<file path="config.mk">
export PLATFORM = sky130hd
export DESIGN_NAME = hyst_stream
export DESIGN_NICKNAME = d
export VERILOG_FILES = /design/src/rtl/hyst_stream.sv
export SDC_FILE = /design/constraint.sdc
export NUM_CORES = 1
export LEC_CHECK = 0
export BUFFER_PORTS_ARGS = -buffer_cell sky130_fd_sc_hd__buf_2
export CORE_MARGIN = 2
export CORE_UTILIZATION = 55
export DETAILED_ROUTE_END_ITERATION = 7
export PLACE_DENSITY_LB_ADDON = 0.05
export SYNTH_ARGS = -nofsm -noshare
export SYNTH_HDL_FRONTEND = slang
export SYNTH_SLANG_ARGS = --single-unit
</file>
<file path="constraint.sdc">
create_clock -name clk -period 7.1 [get_ports clk]
set_clock_uncertainty 0.1 [all_clocks]
set_input_delay 1.065 -clock clk [delete_from_list [all_inputs] [get_ports clk]]
set_output_delay 1.065 -clock clk [all_outputs]
set_load 0.02 [all_outputs]
</file>
<file path="src/rtl/hyst_stream.sv">
// hyst_stream: streaming hysteresis threshold stage with a 2-stage valid/ready pipeline and per-frame stats
// Ports: cfg_*_i write pending low/high/mode (cfg_err_o pulses when low > high),
//        in_*_i 3x3 magnitude window beat (index 4 = centre), out_*_o 0/255 edge pixel beat,
//        frame_done_o pulses after the last beat of a frame leaves, stat_*_o hold that frame's counts.
module hyst_stream #(
  parameter int BITS = 8,
  parameter int LOW_DEFAULT = 25,
  parameter int HIGH_DEFAULT = 50,
  parameter int CNT_BITS = 20
) (
  input  logic                clk,
  input  logic                rst,
  input  logic                cfg_we_i,
  input  logic [BITS-1:0]     cfg_low_i,
  input  logic [BITS-1:0]     cfg_high_i,
  input  logic [1:0]          cfg_mode_i,
  output logic                cfg_err_o,
  input  logic                in_valid_i,
  output logic                in_ready_o,
  input  logic [9*BITS-1:0]   in_mag_i,
  input  logic [1:0]          in_angle_i,
  input  logic                in_last_i,
  output logic                out_valid_o,
  input  logic                out_ready_i,
  output logic [7:0]          out_pixel_o,
  output logic                out_last_o,
  output logic                frame_done_o,
  output logic [CNT_BITS-1:0] stat_edges_o,
  output logic [CNT_BITS-1:0] stat_strong_o
);
  logic [BITS-1:0] pend_low_q, pend_high_q, act_low_q, act_high_q, low, high;
  logic [1:0] pend_mode_q, act_mode_q, mode, angle_q, mode_q;
  logic frame_start_q, cfg_err_q, cfg_ok;
  logic s1_valid_q, c_hi_q, c_lo_q, last_q, c_hi_d, c_lo_d;
  logic [7:0] nb_hi_q, nb_hi_d, out_pixel_q;
  logic out_valid_q, out_last_q, out_hi_q, frame_done_q, nb, edge_d;
  logic [CNT_BITS-1:0] edge_cnt_q, strong_cnt_q, edge_cnt_d, strong_cnt_d, stat_edges_q, stat_strong_q;
  logic en1, en2, in_acc, out_acc;

  function automatic logic [CNT_BITS-1:0] sat_inc(input logic [CNT_BITS-1:0] c, input logic inc);
    return (inc && !(&c)) ? c + 1'b1 : c;
  endfunction

  // neighbour slot j holds window index j for j<4 and j+1 otherwise (centre skipped)
  for (genvar i = 0; i < 8; i++) begin : g_nb
    assign nb_hi_d[i] = in_mag_i[(i < 4 ? i : i + 1) * BITS +: BITS] >= high;
  end

  always_comb begin
    en2 = !out_valid_q || out_ready_i;
    en1 = !s1_valid_q || en2;
    in_acc = in_valid_i && en1;
    out_acc = out_valid_q && out_ready_i;
    cfg_ok = cfg_low_i <= cfg_high_i;
    // the first beat of a frame already uses the pending config it latches
    low = frame_start_q ? pend_low_q : act_low_q;
    high = frame_start_q ? pend_high_q : act_high_q;
    mode = frame_start_q ? pend_mode_q : act_mode_q;
    c_hi_d = in_mag_i[4*BITS +: BITS] >= high;
    c_lo_d = in_mag_i[4*BITS +: BITS] >= low;
    // angle a pairs neighbour slots 3-a and 4+a
    nb = mode_q == 2'd1 ? |nb_hi_q :
         mode_q == 2'd2 ? 1'b0 :
         nb_hi_q[{1'b0, ~angle_q}] | nb_hi_q[{1'b1, angle_q}];
    edge_d = c_hi_q || (c_lo_q && nb);
    edge_cnt_d = sat_inc(edge_cnt_q, out_pixel_q == 8'hFF);
    strong_cnt_d = sat_inc(strong_cnt_q, out_hi_q);
  end

  always_ff @(posedge clk or posedge rst) begin
    if (rst) begin
      pend_low_q <= BITS'(LOW_DEFAULT);
      pend_high_q <= BITS'(HIGH_DEFAULT);
      pend_mode_q <= 2'd0;
      act_low_q <= BITS'(LOW_DEFAULT);
      act_high_q <= BITS'(HIGH_DEFAULT);
      act_mode_q <= 2'd0;
      frame_start_q <= 1'b1;
      cfg_err_q <= 1'b0;
      s1_valid_q <= 1'b0;
      c_hi_q <= 1'b0;
      c_lo_q <= 1'b0;
      nb_hi_q <= '0;
      angle_q <= 2'd0;
      mode_q <= 2'd0;
      last_q <= 1'b0;
      out_valid_q <= 1'b0;
      out_pixel_q <= 8'h00;
      out_last_q <= 1'b0;
      out_hi_q <= 1'b0;
      frame_done_q <= 1'b0;
      edge_cnt_q <= '0;
      strong_cnt_q <= '0;
      stat_edges_q <= '0;
      stat_strong_q <= '0;
    end else begin
      cfg_err_q <= cfg_we_i && !cfg_ok;
      if (cfg_we_i && cfg_ok) begin
        pend_low_q <= cfg_low_i;
        pend_high_q <= cfg_high_i;
        pend_mode_q <= cfg_mode_i;
      end
      if (in_acc) begin
        frame_start_q <= in_last_i;
        act_low_q <= low;
        act_high_q <= high;
        act_mode_q <= mode;
        c_hi_q <= c_hi_d;
        c_lo_q <= c_lo_d;
        nb_hi_q <= nb_hi_d;
        angle_q <= in_angle_i;
        mode_q <= mode;
        last_q <= in_last_i;
      end
      if (en1) s1_valid_q <= in_valid_i;
      if (en2) out_valid_q <= s1_valid_q;
      if (en2 && s1_valid_q) begin
        out_pixel_q <= edge_d ? 8'hFF : 8'h00;
        out_last_q <= last_q;
        out_hi_q <= c_hi_q;
      end
      frame_done_q <= out_acc && out_last_q;
      if (out_acc) begin
        edge_cnt_q <= out_last_q ? '0 : edge_cnt_d;
        strong_cnt_q <= out_last_q ? '0 : strong_cnt_d;
        if (out_last_q) begin
          stat_edges_q <= edge_cnt_d;
          stat_strong_q <= strong_cnt_d;
        end
      end
    end
  end

  assign cfg_err_o = cfg_err_q;
  assign in_ready_o = en1;
  assign out_valid_o = out_valid_q;
  assign out_pixel_o = out_pixel_q;
  assign out_last_o = out_last_q;
  assign frame_done_o = frame_done_q;
  assign stat_edges_o = stat_edges_q;
  assign stat_strong_o = stat_strong_q;
endmodule
</file>
==> metrics list <==
- All-layer global routing usage: 0.239
* Share of post-route cells with drive strength above 1: 0.236
* Sequential element share of the synthesized area: 0.405
- Minimum period implied by the final worst setup slack: 3.09 ns
- Once detail routing completed, the nets flagged for antenna violations numbered 0.
- Detailed placer's ending HPWL: 13700 um
* CTS-repair resized insts: 0
* Slew at the pin closest to its max-slew limit: 1.09 ns
- Number of hold violations in the final report: 0
- Cell chosen for the clock root: sky130_fd_sc_hd__clkbuf_16
* Number of optimization iterations in the first detailed-route pass: 5
- Average cell area after synthesis: 9.61 sq um
* Buffer count from post-CTS setup fixing: 0
* Post-Route Utilization: 0.654
- Worst Path Max Fanout: 18
- Maximum number of pins on one net before global-route repair: 91
* Leftover overflow at the end of global routing: 0
* Number of design rule violations left after detail routing: 0
- TritonCTS built the clock tree.
* Nature of the critical path startpoint: flop
- Layout Nets: 1203
* Max-capacitance violation count: 0
* Count of flip-flops with a built-in enable after synthesis: 0
- Wire length of the first global-routing pass: 31600 um
- Adding up every negative setup slack in the final design gives 0 ns.
* Initial antenna violation count: 0
* Core area: 15100 sq um
- The clock tree synthesis step divided the H-tree into 4 levels.
- Synth Flop Type: sky130_fd_sc_hd__dfrtp_1
- During synthesis, Yosys emitted a total of 0 warnings.
* Worst endpoint data arrival time: 3.28 ns
- Number of max-slew violations in the final report: 0
* Number of top-level pins: 151
* CTS Hold Bufs: 0
- Vias/cell: 5.64
* Clock latency of the later-clocked register in the worst-skew pair: 0.43 ns
* Final standard cell area without fillers: 9900 sq um
- Post-synthesis cell area: 8510 sq um
- The flow ran to the end, and the final reports show no timing, DRC or antenna violations.
* Initial core utilization: 0.562
- Number of I/O port buffers: 150
* Crit path capture type: flop
- The filler cells instantiated in the layout total 1282.
- Async set-reset flop share out of synthesis: 1.00
* Post-synthesis net count: 1073
- Across the VDD grid, the largest voltage drop is 0.204 mV.
* Total number of vias: 6868
* CTS buffer count: 17
- The die is 128 um wide.
- Setup repair after global routing left no endpoint under its margin.
- In this run the cell area measured after placement is 9320 sq um.
- Routed wire per std cell: 15.6 um
- Setup ws final: 4.01 ns
- After the first detailed-routing iteration, the DRC count stood at 326.
- From synthesis to final layout, the design area changed by 16.4%.
- Maximum clock insertion buffer count: 2
- After detailed routing, the total wire length is 18900 um.
- Category of the critical setup timing path: reg2reg
- After technology mapping, the gate count stands at 885.
* Flop and latch count out of synthesis: 137
* Power density relative to cell area: 278 nW/um^2
- Overall power consumption after layout is estimated at 2.75 mW.
- Y dimension of the die: 128 um
- The via count of the first global-routing pass is 6516.
- Number of core rows: 45
* Hold/Removal Path Class: reg2reg
- Number of distinct library cell variants in the gate-level netlist after synthesis: 67
- Relative slew slack: 0.253
- Timing would allow up to 324 MHz.
- Static leakage: 4.63 nW
* Worst path required time: 7.29 ns
* Final cycle utilization of the critical path: 0.435
* Setup violation total in the final timing report: 0
- Total Die Area: 16500 sq um
- OpenSTA, run right after detailed placement, puts the worst setup slack at 3.73 ns.
- Clock tree synthesis found a total of 137 sinks.
* Routability-driven placement congestion ratio: 0.803
- Clock-pin slew was measured on the worst setup and hold paths at 0.06 ns.
-- cell usage after synthesis, types with 3 or more instances --
| cell | count | share of area |
|---|---|---|
| sky130_fd_sc_hd__buf_4 | 7 | 0.0062 |
| sky130_fd_sc_hd__nand2_1 | 98 | 0.043 |
| sky130_fd_sc_hd__a211oi_1 | 19 | 0.017 |
| sky130_fd_sc_hd__nand3_1 | 17 | 0.010 |
| sky130_fd_sc_hd__a22o_1 | 5 | 0.0051 |
| sky130_fd_sc_hd__o311ai_0 | 4 | 0.0041 |
| sky130_fd_sc_hd__clkbuf_1 | 26 | 0.011 |
| sky130_fd_sc_hd__or3_1 | 14 | 0.010 |
| sky130_fd_sc_hd__xnor2_1 | 22 | 0.023 |
| sky130_fd_sc_hd__nor3_1 | 9 | 0.0053 |
| sky130_fd_sc_hd__and3_1 | 5 | 0.0037 |
| sky130_fd_sc_hd__a21o_1 | 15 | 0.013 |
| sky130_fd_sc_hd__dfstp_2 | 13 | 0.040 |
| sky130_fd_sc_hd__and2_1 | 4 | 0.0029 |
| sky130_fd_sc_hd__nor4_1 | 8 | 0.0059 |
| sky130_fd_sc_hd__buf_2 | 6 | 0.0035 |
| sky130_fd_sc_hd__mux2i_1 | 19 | 0.022 |
| sky130_fd_sc_hd__mux2_2 | 26 | 0.034 |
| sky130_fd_sc_hd__a21oi_1 | 51 | 0.030 |
| sky130_fd_sc_hd__and4_1 | 3 | 0.0031 |
| sky130_fd_sc_hd__nor2_1 | 50 | 0.022 |
| sky130_fd_sc_hd__o21ai_1 | 8 | 0.0047 |
| sky130_fd_sc_hd__clkbuf_2 | 3 | 0.0018 |
| sky130_fd_sc_hd__a2111oi_0 | 4 | 0.0041 |
| sky130_fd_sc_hd__a31oi_1 | 13 | 0.0096 |
| sky130_fd_sc_hd__nand2b_1 | 15 | 0.011 |
| sky130_fd_sc_hd__ha_1 | 90 | 0.13 |
| sky130_fd_sc_hd__nand4_1 | 26 | 0.019 |
| sky130_fd_sc_hd__inv_1 | 34 | 0.015 |
| sky130_fd_sc_hd__xor2_1 | 6 | 0.0062 |
| sky130_fd_sc_hd__o21ai_0 | 82 | 0.048 |
| sky130_fd_sc_hd__o211ai_1 | 7 | 0.0062 |
| sky130_fd_sc_hd__dfrtp_1 | 124 | 0.36 |
| sky130_fd_sc_hd__o31ai_1 | 10 | 0.0088 |
-- flip-flops by register name, indices dropped and copies added (netlist names), 8 cells and up --
signal / flops
stat_strong_o: 20
pend_high_q: 8
pend_low_q: 8
nb_hi_q: 8
strong_cnt_q: 20
edge_cnt_q: 20
act_low_q: 8
stat_edges_o: 20
act_high_q: 8
-- report_power, final --
part / internal, mW / switching [mW] / leakage, nW
clock network: 0.497 / 0.382 / 0.278
registers: 0.929 / 0.134 / 1.74
logic: 0.344 / 0.465 / 2.61
-- critical path, cell delays in order, from the launching register on --
cell and delay, ns:
sky130_fd_sc_hd__dfstp_2 0.85, sky130_fd_sc_hd__mux2i_1 0.93, sky130_fd_sc_hd__ha_1 0.40, sky130_fd_sc_hd__a21oi_1 0.13
sky130_fd_sc_hd__nor2_1 0.06, sky130_fd_sc_hd__a2111oi_0 0.37, sky130_fd_sc_hd__a21oi_1 0.12
-- final timing paths --
| path | slack (ns) | cells past startpoint | startpoint | to |
|---|---|---|---|---|
| setup / recovery | 4.01 | 6 | frame_start_q | nb_hi_q[1] |
| hold / removal | 0.37 | 2 | stat_strong_o[14] | stat_strong_o[14] |
| setup reg to reg | 4.01 | 6 | frame_start_q | nb_hi_q[1] |
| hold reg to reg | 0.37 | 2 | stat_strong_o[14] | stat_strong_o[14] |
| max in group asynchronous | 5.11 | 3 | rst | act_high_q[0] |
| min in group asynchronous | 0.67 | 2 | rst | stat_strong_o[6] |
-- logic make-up after synthesis --
logic type,synth area share
xor+xnor,0.0288
mux,0.0594
simple gates,0.164
compound gates,0.169
buf+inv,0.0410
fa+ha+maj,0.132
flops,0.405
-- final cells by class --
cell class                 instances  area, sq um  share of cell area
clock inverter                    15          156              0.0158
tap                              188          235              0.0237
multi-input combinational        669         4720               0.476
inverter                          35          136              0.0138
sequential                       137         3440               0.348
timing repair buffer             155          788              0.0796
clock buffer                      17          425              0.0430
antenna                            1         2.50            0.000253
-- cell usage in the layout, fill, tap and decap left out, types with 9 or more instances in the layout --
| master | count |
|---|---|
| sky130_fd_sc_hd__nor3_1 | 9 |
| sky130_fd_sc_hd__a21oi_1 | 51 |
| sky130_fd_sc_hd__ha_1 | 90 |
| sky130_fd_sc_hd__nand3_1 | 17 |
| sky130_fd_sc_hd__dfrtp_1 | 124 |
| sky130_fd_sc_hd__inv_1 | 33 |
| sky130_fd_sc_hd__nor2_1 | 50 |
| sky130_fd_sc_hd__clkbuf_16 | 17 |
| sky130_fd_sc_hd__mux2i_1 | 19 |
| sky130_fd_sc_hd__a21o_1 | 15 |
| sky130_fd_sc_hd__or3_1 | 14 |
| sky130_fd_sc_hd__buf_2 | 150 |
| sky130_fd_sc_hd__o31ai_1 | 10 |
| sky130_fd_sc_hd__a31oi_1 | 13 |
| sky130_fd_sc_hd__nand2_1 | 97 |
| sky130_fd_sc_hd__xnor2_1 | 22 |
| sky130_fd_sc_hd__nand4_1 | 26 |
| sky130_fd_sc_hd__nand2b_1 | 15 |
| sky130_fd_sc_hd__a211oi_1 | 19 |
| sky130_fd_sc_hd__mux2_2 | 26 |
| sky130_fd_sc_hd__o21ai_0 | 82 |
| sky130_fd_sc_hd__dfstp_2 | 13 |
-- per-stage QoR --
stage,hold slack (ns),cells
6_report,0.371,1217
5_1_grt,0.396,1216
4_1_cts,0.379,1216
3_5_place_dp,0.365,1184
3_3_place_gp,0.358,1184
2_1_floorplan,0.342,885
-- routing by layer --
metal,up-vias,global-route usage,wire length (um)
met5,-,0,0
met4,0,0.0608,127
met3,9,0.0653,1020
met2,157,0.407,9310
met1,3201,0.302,8470
li1,3501,-,-
Power figures use the tool's default switching activity.
